File: src/rtl/byte_to_word.sv
// Assembles four UART RX bytes (MSB first) into a 32-bit word and hands it to the
// consumer through a one-word valid/ack holding register with timeout and overrun.
module byte_to_word #(
    parameter int TIMEOUT_CYCLES = 1000000,
    parameter int CNT_W          = 20
) (
    input  logic        clk,
    input  logic        rst_n,
    input  logic        rx_done_tick,
    input  logic [7:0]  rx_data,
    input  logic        word_taken,
    input  logic        clear_err,
    output logic        word_ready,
    output logic [31:0] data_out,
    output logic        receiving_word,
    output logic        overrun,
    output logic        timeout_tick
);

    typedef enum logic {
        IDLE,
        COLLECT
    } state_t;

    localparam bit              TIMEOUT_EN = (TIMEOUT_CYCLES > 0);
    localparam logic [CNT_W-1:0] LAST_CNT  = CNT_W'(TIMEOUT_EN ? TIMEOUT_CYCLES - 1 : 0);

    state_t           state, state_next;
    logic [1:0]       count, count_next;
    logic [31:0]      shift_buf, shift_next;
    logic [CNT_W-1:0] idle_cnt, idle_next;
    logic [31:0]      word_new;
    logic             word_done;
    logic             expire;

    // NOTE: every signal driven here gets a default first, so no path leaves it unassigned (no latch).
    always_comb begin
        state_next = state;
        count_next = count;
        shift_next = shift_buf;
        idle_next  = '0;
        word_new   = {shift_buf[23:0], rx_data};
        word_done  = 1'b0;
        expire     = 1'b0;
        case (state)
            IDLE: begin
                if (rx_done_tick) begin
                    shift_next = word_new;
                    count_next = 2'd1;
                    state_next = COLLECT;
                end
            end
            COLLECT: begin
                if (rx_done_tick) begin
                    shift_next = word_new;
                    if (count == 2'd3) begin
                        word_done  = 1'b1;
                        count_next = 2'd0;
                        state_next = IDLE;
                    end else begin
                        count_next = count + 2'd1;
                    end
                end else if (TIMEOUT_EN && idle_cnt == LAST_CNT) begin
                    // A byte on the expiry cycle is handled above, so it always wins.
                    expire     = 1'b1;
                    count_next = 2'd0;
                    shift_next = '0;
                    state_next = IDLE;
                end else if (TIMEOUT_EN) begin
                    idle_next = idle_cnt + 1'b1;
                end
            end
            default: state_next = IDLE;
        endcase
    end

    // NOTE: state registers use non-blocking assignments so all flops update from pre-edge values.
    always_ff @(posedge clk) begin
        if (!rst_n) begin
            state     <= IDLE;
            count     <= 2'd0;
            shift_buf <= '0;
            idle_cnt  <= '0;
        end else begin
            state     <= state_next;
            count     <= count_next;
            shift_buf <= shift_next;
            idle_cnt  <= idle_next;
        end
    end

    always_ff @(posedge clk) begin
        if (!rst_n) begin
            word_ready   <= 1'b0;
            data_out     <= '0;
            overrun      <= 1'b0;
            timeout_tick <= 1'b0;
        end else begin
            timeout_tick <= expire;
            if (word_done && (!word_ready || word_taken)) begin
                data_out   <= word_new;
                word_ready <= 1'b1;
            end else if (!word_done && word_taken) begin
                word_ready <= 1'b0;
            end
            // A new overrun takes priority over a simultaneous clear.
            if (word_done && word_ready && !word_taken) begin
                overrun <= 1'b1;
            end else if (clear_err) begin
                overrun <= 1'b0;
            end
        end
    end

    assign receiving_word = (state == COLLECT);

endmodule
File: config.mk
export PLATFORM = sky130hd
export DESIGN_NAME = byte_to_word
export DESIGN_NICKNAME = d
export VERILOG_FILES = /design/src/rtl/byte_to_word.sv
export SDC_FILE = /design/constraint.sdc
export NUM_CORES = 1
export LEC_CHECK = 0
export CORE_MARGIN = 4
export CORE_UTILIZATION = 56
export CTS_CLUSTER_SIZE = 20
export DETAILED_ROUTE_END_ITERATION = 12
export PLACE_DENSITY = 0.91
export REMOVE_ABC_BUFFERS = 1
export SLEW_MARGIN = 20
export SYNTH_ARGS = -nofsm -noshare
export SYNTH_HDL_FRONTEND = slang
export SYNTH_SLANG_ARGS = --single-unit
File: constraint.sdc
create_clock -name clk -period 4.2 [get_ports clk]
set_clock_uncertainty 0.2 [all_clocks]
set_input_delay 0.63 -clock clk [delete_from_list [all_inputs] [get_ports clk]]
set_output_delay 0.63 -clock clk [all_outputs]
set_load 0.1 [all_outputs]
==> reports/results.tsv <==
metric	value	unit
postSynthAreaPerCell	9.099	µm²
clkLatencyLatePin	0.34	ns
whs_path_depth	2	
netlist_area	0.003075	mm²
via_per_inst	5.491	
end_kind	primary output	
cts_tree	built	
fin_crit	2.881	ns
cap_violations	0	
worstSetupPathType	reg2out	
grt_pass1_vias	2404	
fmax	0.3471	GHz
regArea	0.001642	mm²
synth-seq-cells	82	
synth_top_area_frac	0.5338	
cts_setup_buffers	0	
synth_edf_count	0	
yosysMostFrequentCell	dfxtp_1	
worstRegToRegCells	5	
drc	0	
ys_seq_area_frac	0.5338	
multi_input_area	0.001320	mm²
clkTransAtPathRegs	0.08	ns
combPwrFrac	0.038	
crit_cells	1	
p_switching	0.3073	mW
numCtsBuffers	9	
pin_count	49	
slew_viol_final	0	
design.die.area	0.006741	mm²
status	completed	
final_util	0.7233	
synth_common_cells	dfxtp_1 (82), nand2_1 (74), a21oi_1 (37)	
swShare	0.2210	
numPortBuffers	48	
wl	6289	µm
critPathBufInv	1	
hold_buffers	0	
powerDensity	369.4	mW/mm²
setup_viol	0	
hpwl	4329	µm
globalRouteTotalUtil	0.2011	
p_seq_frac	0.573	
cts.sinks	82	
critPathTopFamily	buffers and inverters	
p_leak	1.219	nW
htreeDepth	3	
drive_gt1_frac	0.07772	
rows	26	
worst_pin_slew	1.045	ns
vias	2504	
grt_max_degree	36	
syn2layout_area_growth	22.42	%
drt-initial-drc-count	168	
synth_top_cell_by_area	dfxtp_1	
worst-endpoint-required	3.37	ns
firstDrtPassIters	4	
relSlewSlack	0.3032	
antenna_found_initial	0	
grt_overflow_total	0	
critPathLaunchType	flip-flop	
synth_area_leaders	dfxtp_1 (53%), nand2_1 (9.0%), a21oi_1 (6.0%), a22o_1 (5.7%), xnor2_1 (3.7%)	
final_nets	396	
die_y	82.11	µm
peakVddDrop	247.3	µV
core-area	0.005205	mm²
wl_per_cell	13.79	µm
hold_viol	0	
crit_fanout	9	
yosysWarningCount	0	
finalCritPeriodShare	0.6859	
crit_path_max_incr_delay	1.20	ns
crit_chain	clkdlybuf4s50_1	
postCtsResizedCells	0	
arrival	2.05	ns
gp_congestion	0.9468	
power.internal	1.083	mW
antenna_left	0	
tns	0	ns
clockPowerShare	0.389	
cts_max_path_buffers	2	
grt_first_pass_wirelength	10430	µm
n_antenna_cell	0	
synth_cell_types	40	
fillCellCount	388	
synth_ff_type	dfxtp_1	
die_w	82.11	µm
rsz0062_at_grt	false	
syn-instance-count	338	
initial_core_util	0.5909	
clock-root-buffer	clkbuf_8	
slowest_stage	clkdlybuf4s50_1	
hold_path_class	reg2reg	
synthArstFlopShare	0	
[flip-flops by register name, summed over array words and instances, names as in the netlist]
name            cells
overrun             1
receiving_word      1
count               2
idle_cnt           20
data_out           32
shift_buf          24
word_ready          1
timeout_tick        1
[final cells by class]
class                   count  share of cell area
repair buffers             51              0.1336
inverters                   7            0.006979
clock inverters             5             0.01462
well taps                  70             0.02326
flip-flops and latches     82              0.4360
multi-input cells         230              0.3506
clock buffers              11             0.03490
[metal layers]
| metal | global-route usage | vias to the layer above | wire (µm) |
|---|---|---|---|
| li1 | - | 1253 | - |
| met4 | 0.08140 | 0 | 107 |
| met3 | 0.04989 | 11 | 337 |
| met5 | 0 | - | 0 |
| met2 | 0.3691 | 64 | 3179 |
| met1 | 0.2201 | 1176 | 2665 |
[per-stage QoR]
step / area [µm²] / instances / setup slack (ns) / total power, mW / hold slack, ns
floorplan: 2985 / 319 / 1.207 / 0.8422 / 0.2315
global placement: 3578 / 440 / 1.399 / 0.8651 / 0.2419
detailed placement: 3578 / 440 / 1.322 / 0.8679 / 0.2470
CTS: 3765 / 456 / 1.301 / 1.398 / 0.2582
global route: 3765 / 456 / 1.237 / 1.442 / 0.2733
finish: 3765 / 456 / 1.319 / 1.391 / 0.2571
[power by group through the flow]
| stage | clock network, mW | logic (mW) | registers (mW) |
|---|---|---|---|
| 2_1_floorplan | 0 | 0.0233 | 0.819 |
| 3_3_place_gp | 0 | 0.0506 | 0.814 |
| 3_5_place_dp | 0 | 0.0524 | 0.815 |
| 4_1_cts | 0.548 | 0.0526 | 0.797 |
| 5_1_grt | 0.587 | 0.0567 | 0.799 |
| 6_report | 0.541 | 0.0525 | 0.797 |
[path summary, 6_finish.rpt]
check	slack, ns	startpoint	to
max	1.32	receiving_word	receiving_word
min	0.26	data_out[1]	data_out[1]
max reg2reg	1.65	idle_cnt[0]	shift_buf[0]
min reg2reg	0.26	data_out[1]	data_out[1]
[cells in the final DEF (no fill, tap or decap), drive strengths merged, types with 2 or more instances in the layout]
| cell type | n |
|---|---|
| a21oi | 37 |
| a22o | 24 |
| a311oi | 2 |
| and3 | 2 |
| buf | 3 |
| clkbuf | 11 |
| clkdlybuf4s50 | 48 |
| clkinv | 3 |
| clkinvlp | 2 |
| dfxtp | 82 |
| ha | 2 |
| inv | 6 |
| nand2 | 74 |
| nand2b | 2 |
| nand3 | 12 |
| nand4 | 6 |
| nor2 | 25 |
| nor2b | 2 |
| nor3 | 3 |
| nor4 | 7 |
| o31ai | 2 |
| or4b | 3 |
| xnor2 | 13 |
| xor2 | 2 |
[cells by family (layout without fill, tap and decap cells)]
logic type	count (synthesis)	count (layout)	share of synthesized area
buf+inv	26	74	0.03783
flops	82	82	0.5338
xor+xnor	15	15	0.04272
simple gates	143	143	0.2181
fa+ha+maj	2	2	0.008135
compound gates	70	70	0.1595
Note: power is estimated with default switching activity, not from simulation.
==> patch 1, RTL diff (same settings) <==
Register the output `timeout_tick` once more, cleared by the reset; this adds one clock of latency there. The other outputs are not delayed to match.
--- a/src/rtl/byte_to_word.sv
+++ b/src/rtl/byte_to_word.sv
@@ -24,6 +24,8 @@
 
     localparam bit              TIMEOUT_EN = (TIMEOUT_CYCLES > 0);
     localparam logic [CNT_W-1:0] LAST_CNT  = CNT_W'(TIMEOUT_EN ? TIMEOUT_CYCLES - 1 : 0);
+
+    logic timeout_tick_s0;
 
     state_t           state, state_next;
     logic [1:0]       count, count_next;
@@ -94,9 +96,9 @@
             word_ready   <= 1'b0;
             data_out     <= '0;
             overrun      <= 1'b0;
-            timeout_tick <= 1'b0;
+            timeout_tick_s0 <= 1'b0;
         end else begin
-            timeout_tick <= expire;
+            timeout_tick_s0 <= expire;
             if (word_done && (!word_ready || word_taken)) begin
                 data_out   <= word_new;
                 word_ready <= 1'b1;
@@ -114,4 +116,12 @@
 
     assign receiving_word = (state == COLLECT);
 
+    always_ff @(posedge clk) begin
+        if (!rst_n) begin
+            timeout_tick <= '0;
+        end else begin
+            timeout_tick <= timeout_tick_s0;
+        end
+    end
+
 endmodule
Behaviour: no difference found for any inputs over 10 cycles, from zero or initial values and one cycle with rst_n low; that may be too few to reach the edited logic, so the function may still have changed.
==> patch 1 against the original RTL <==
Routed wire length down 4.5%; design area up 2.3%; sequential cell count up 1; power up 4.0%; final cell count down 1.5%; critical path depth unchanged; worst setup slack worse by 0.049 ns; synthesized area up 2.5%; register-to-register slack better by 0.20 ns; count of clock-buffer cells in the layout down 1; critical endpoint unchanged; highest routed layer unchanged.
==> patch 1: results (changes against the original RTL) <==
- Outcome: complete, no violations
- Hold Path Sink: timeout_tick
- Via count: 2445 (-2.4%)
- Tot GR Track Use: 0.181 (-0.0206)
- Vias in the first global route: 2283 (-5.0%)
- Post-Synth Adder-Cell Area: 0.00794 (-0.000200)
- Global-route met2 utilization: 0.297 (-0.0725)
- Hold depth: 1 (-1)
- Sequential cell count: 83 (+1.2%)
- Share of layout cells above drive strength 1: 0.0769 (-0.000797)
- Nets: 387 (-2.3%)
- Main area contributors after synthesis: dfxtp_1 53%, a21boi_0 8.3%, nand2_1 8.3%
- Fillers: 412 (+6.2%)
- Crit path DAT: 2.10 ns (+0.05 ns)
- Synth Area in XOR/XNOR: 0.0333 (-0.00938)
- Clk tree area frac: 0.0543 (+0.00474)
- CLK BUF: 10 (-1)
- Compound-Gate Fraction of Synth Area: 0.198 (+0.0385)
- Unique cell type count in the Yosys netlist: 41 (+2.5%)
- Gpl congestion: 0.813 (-14%)
- Switching share of power: 0.226 (+0.00550)
- Drt total wl: 6010 um (-4.5%)
- Worst r2r path cells: 4 (-1)
- Comb_multi_in: 221 (-3.9%)
- VDD IR max: 0.000224 V (-9.3%)
- Leakage power: 1.25 nW (+2.8%)
- First-pass GRT wire length: 10400 um (-0.73%)
- Register area: 0.00166 sq mm (+1.2%)
- Met3 Use GR: 0.0526 (+0.00269)
- Non-clk buf share: 0.129 (-0.00494)
- CTS Buf Count: 9 (unchanged)
- RR Endpoint: shift_buf[19]
- Largest net degree at the start of global routing: 35 (-2.8%)
- Biggest regs: data_out: 32 flops, shift_buf: 24 flops, idle_cnt: 20 flops
- Number of DRC markers in iteration 0: 174 (+3.6%)
- Nonclk inv count: 7 (unchanged)
- Worst Path Max Fanout: 10 (+1)
- Sequential element share of the synthesized area: 0.527 (-0.00678)
- Initial antenna violation count: 0 (unchanged)
- Worst r2r src: idle_cnt[2]
- Met1 Use GR: 0.226 (+0.00611)
- Slew headroom: 0.348 (+0.0450)
- Ys Warns: 0 (unchanged)
- Hold path start: timeout_tick_s0
- R2R setup slack: 1.85 ns (+0.20 ns)
- Routed wire length on met2: 2860 um (-10%)
- Post-cts sizing count: 0 (unchanged)
- Met1 wire length: 2730 um (+2.4%)
- Nonclk buf count: 50 (-2.0%)
- Metal3 WL: 331 um (-1.8%)
- Post-synth top cells: 83 x dfxtp_1, 70 x nand2_1, 35 x a21boi_0, 20 x a22o_1
- Detail Placement HPWL: 4030 um (-6.8%)
- Footprint of the multi-input gates: 0.00137 sq mm (+3.7%)
[patch 1: cell count changes after synthesis, moves of 4 or more]
cell      unedited run  this run
a21boi_0             0        35
a21oi_1             37         6
nor2_1              25        17
or3_1                0         6
nand2_1             74        70
[patch 1: power by group through the flow]
stage	Sequential [mW]	Combinational, mW	Clock (mW)
2_1_floorplan	0.828	0.0235	0
3_3_place_gp	0.824	0.0528	0
3_5_place_dp	0.824	0.0541	0
4_1_cts	0.806	0.0545	0.598
5_1_grt	0.808	0.0591	0.624
6_report	0.806	0.0542	0.586
[patch 1: metrics by stage]
stage / hold WS, ns / area [sq um] / setup slack [ns] / total power [mW] / std cells
floorplan: 0.212 / 3050 / 1.20 / 0.851 / 311
global placement: 0.216 / 3640 / 1.32 / 0.877 / 433
detailed placement: 0.240 / 3640 / 1.56 / 0.878 / 433
CTS: 0.257 / 3850 / 1.26 / 1.46 / 449
global route: 0.291 / 3850 / 1.20 / 1.49 / 449
finish: 0.253 / 3850 / 1.27 / 1.45 / 449
==> patch 2, RTL diff (same flow settings) <==
Made on the original files. The parameter `TIMEOUT_CYCLES` goes from 1000000 to 524288.
--- a/src/rtl/byte_to_word.sv
+++ b/src/rtl/byte_to_word.sv
@@ -1,7 +1,7 @@
 // Assembles four UART RX bytes (MSB first) into a 32-bit word and hands it to the
 // consumer through a one-word valid/ack holding register with timeout and overrun.
 module byte_to_word #(
-    parameter int TIMEOUT_CYCLES = 1000000,
+    parameter int TIMEOUT_CYCLES = 524288,
     parameter int CNT_W          = 20
 ) (
     input  logic        clk,
Behaviour: same outputs for any inputs over 10 cycles, from zero or initial values and one cycle with rst_n low; that may be too few to reach the edited logic, so the function may still have changed.
==> patch 2 against the original RTL <==
Synthesized area increased by 6.8%; power increased by 3.3%; routed wire length increased by 13%; register-to-register slack got worse by 0.21 ns; worst setup slack improved by 0.038 ns; highest routed layer unchanged; global-route usage increased by 0.36 points; sequential cell count unchanged; design area increased by 5.7%.
==> patch 2: results (changes against the original RTL) <==
- Vias in the first global route: 2639 (+9.8%)
- Synth Area in XOR/XNOR: 0.0400 (-0.00273)
- Nets: 436 (+10%)
- Drt total wl: 7110 um (+13%)
- Gpl congestion: 0.838 (-12%)
- Post-synth top cells: 82 x dfxtp_1, 73 x nand2_1, 35 x nand3_1, 33 x a21boi_0, 25 x o21ai_0
- Met1 wire length: 3170 um (+19%)
- Detail Placement HPWL: 4490 um (+3.7%)
- Hold Path Sink: data_out[16]
- Mux share of post-synthesis cell area: 0.00343 (+0.00343)
- Metal3 WL: 341 um (+1.2%)
- Hold path start: data_out[16]
- Placed Instance Area: 0.00377 sq mm (+5.5%)
- Horiz. Die Dim: 84.6 um (+3.0%)
- First-pass GRT wire length: 12100 um (+16%)
- Via count: 2788 (+11%)
- Compound-Gate Fraction of Synth Area: 0.133 (-0.0266)
- Post-Synth Adder-Cell Area: 0.00762 (-0.000521)
- Crit path DAT: 2.01 ns (-0.04 ns)
- Sequential element share of the synthesized area: 0.500 (-0.0341)
- RR Endpoint: shift_buf[3]
- Int Pwr: 1.12 mW (+3.4%)
- Share of layout cells above drive strength 1: 0.0634 (-0.0143)
- Met1 Use GR: 0.265 (+0.0447)
- Unique cell type count in the Yosys netlist: 36 (-10%)
- Outcome: complete, no violations
- Global-route met2 utilization: 0.335 (-0.0339)
[patch 2: cell count changes after synthesis, moves of 3 or more]
cell and change:
clkbuf_1 +5, a21boi_0 +33, a22o_1 -20, a21oi_1 -35, inv_1 +3, a22o_2 -4
nand3b_1 +24, nand3_1 +23, nor2_1 -4, o21ai_0 +24, buf_1 +3
[patch 2: area by class of cell]
class                      count  area (sq um)
tap                           72          90.1
fill                         408          1630
clock buffer                  12           155
timing repair buffer          51           498
inverter                       9          33.8
sequential                    82          1640
multi-input combinational    268          1510
clock inverter                 4          50.0
[patch 2: stage by stage]
stage | util | worst slack (ns) | power [mW] | hold slack (ns) | cells
CTS | 0.710 | 1.33 | 1.44 | 0.271 | 498
global route | 0.710 | 1.20 | 1.49 | 0.287 | 498
floorplan | - | 1.29 | 0.839 | 0.241 | 359
finish | 0.710 | 1.36 | 1.44 | 0.268 | 498
detailed placement | 0.673 | 1.33 | 0.875 | 0.260 | 482
global placement | 0.673 | 1.47 | 0.873 | 0.251 | 482
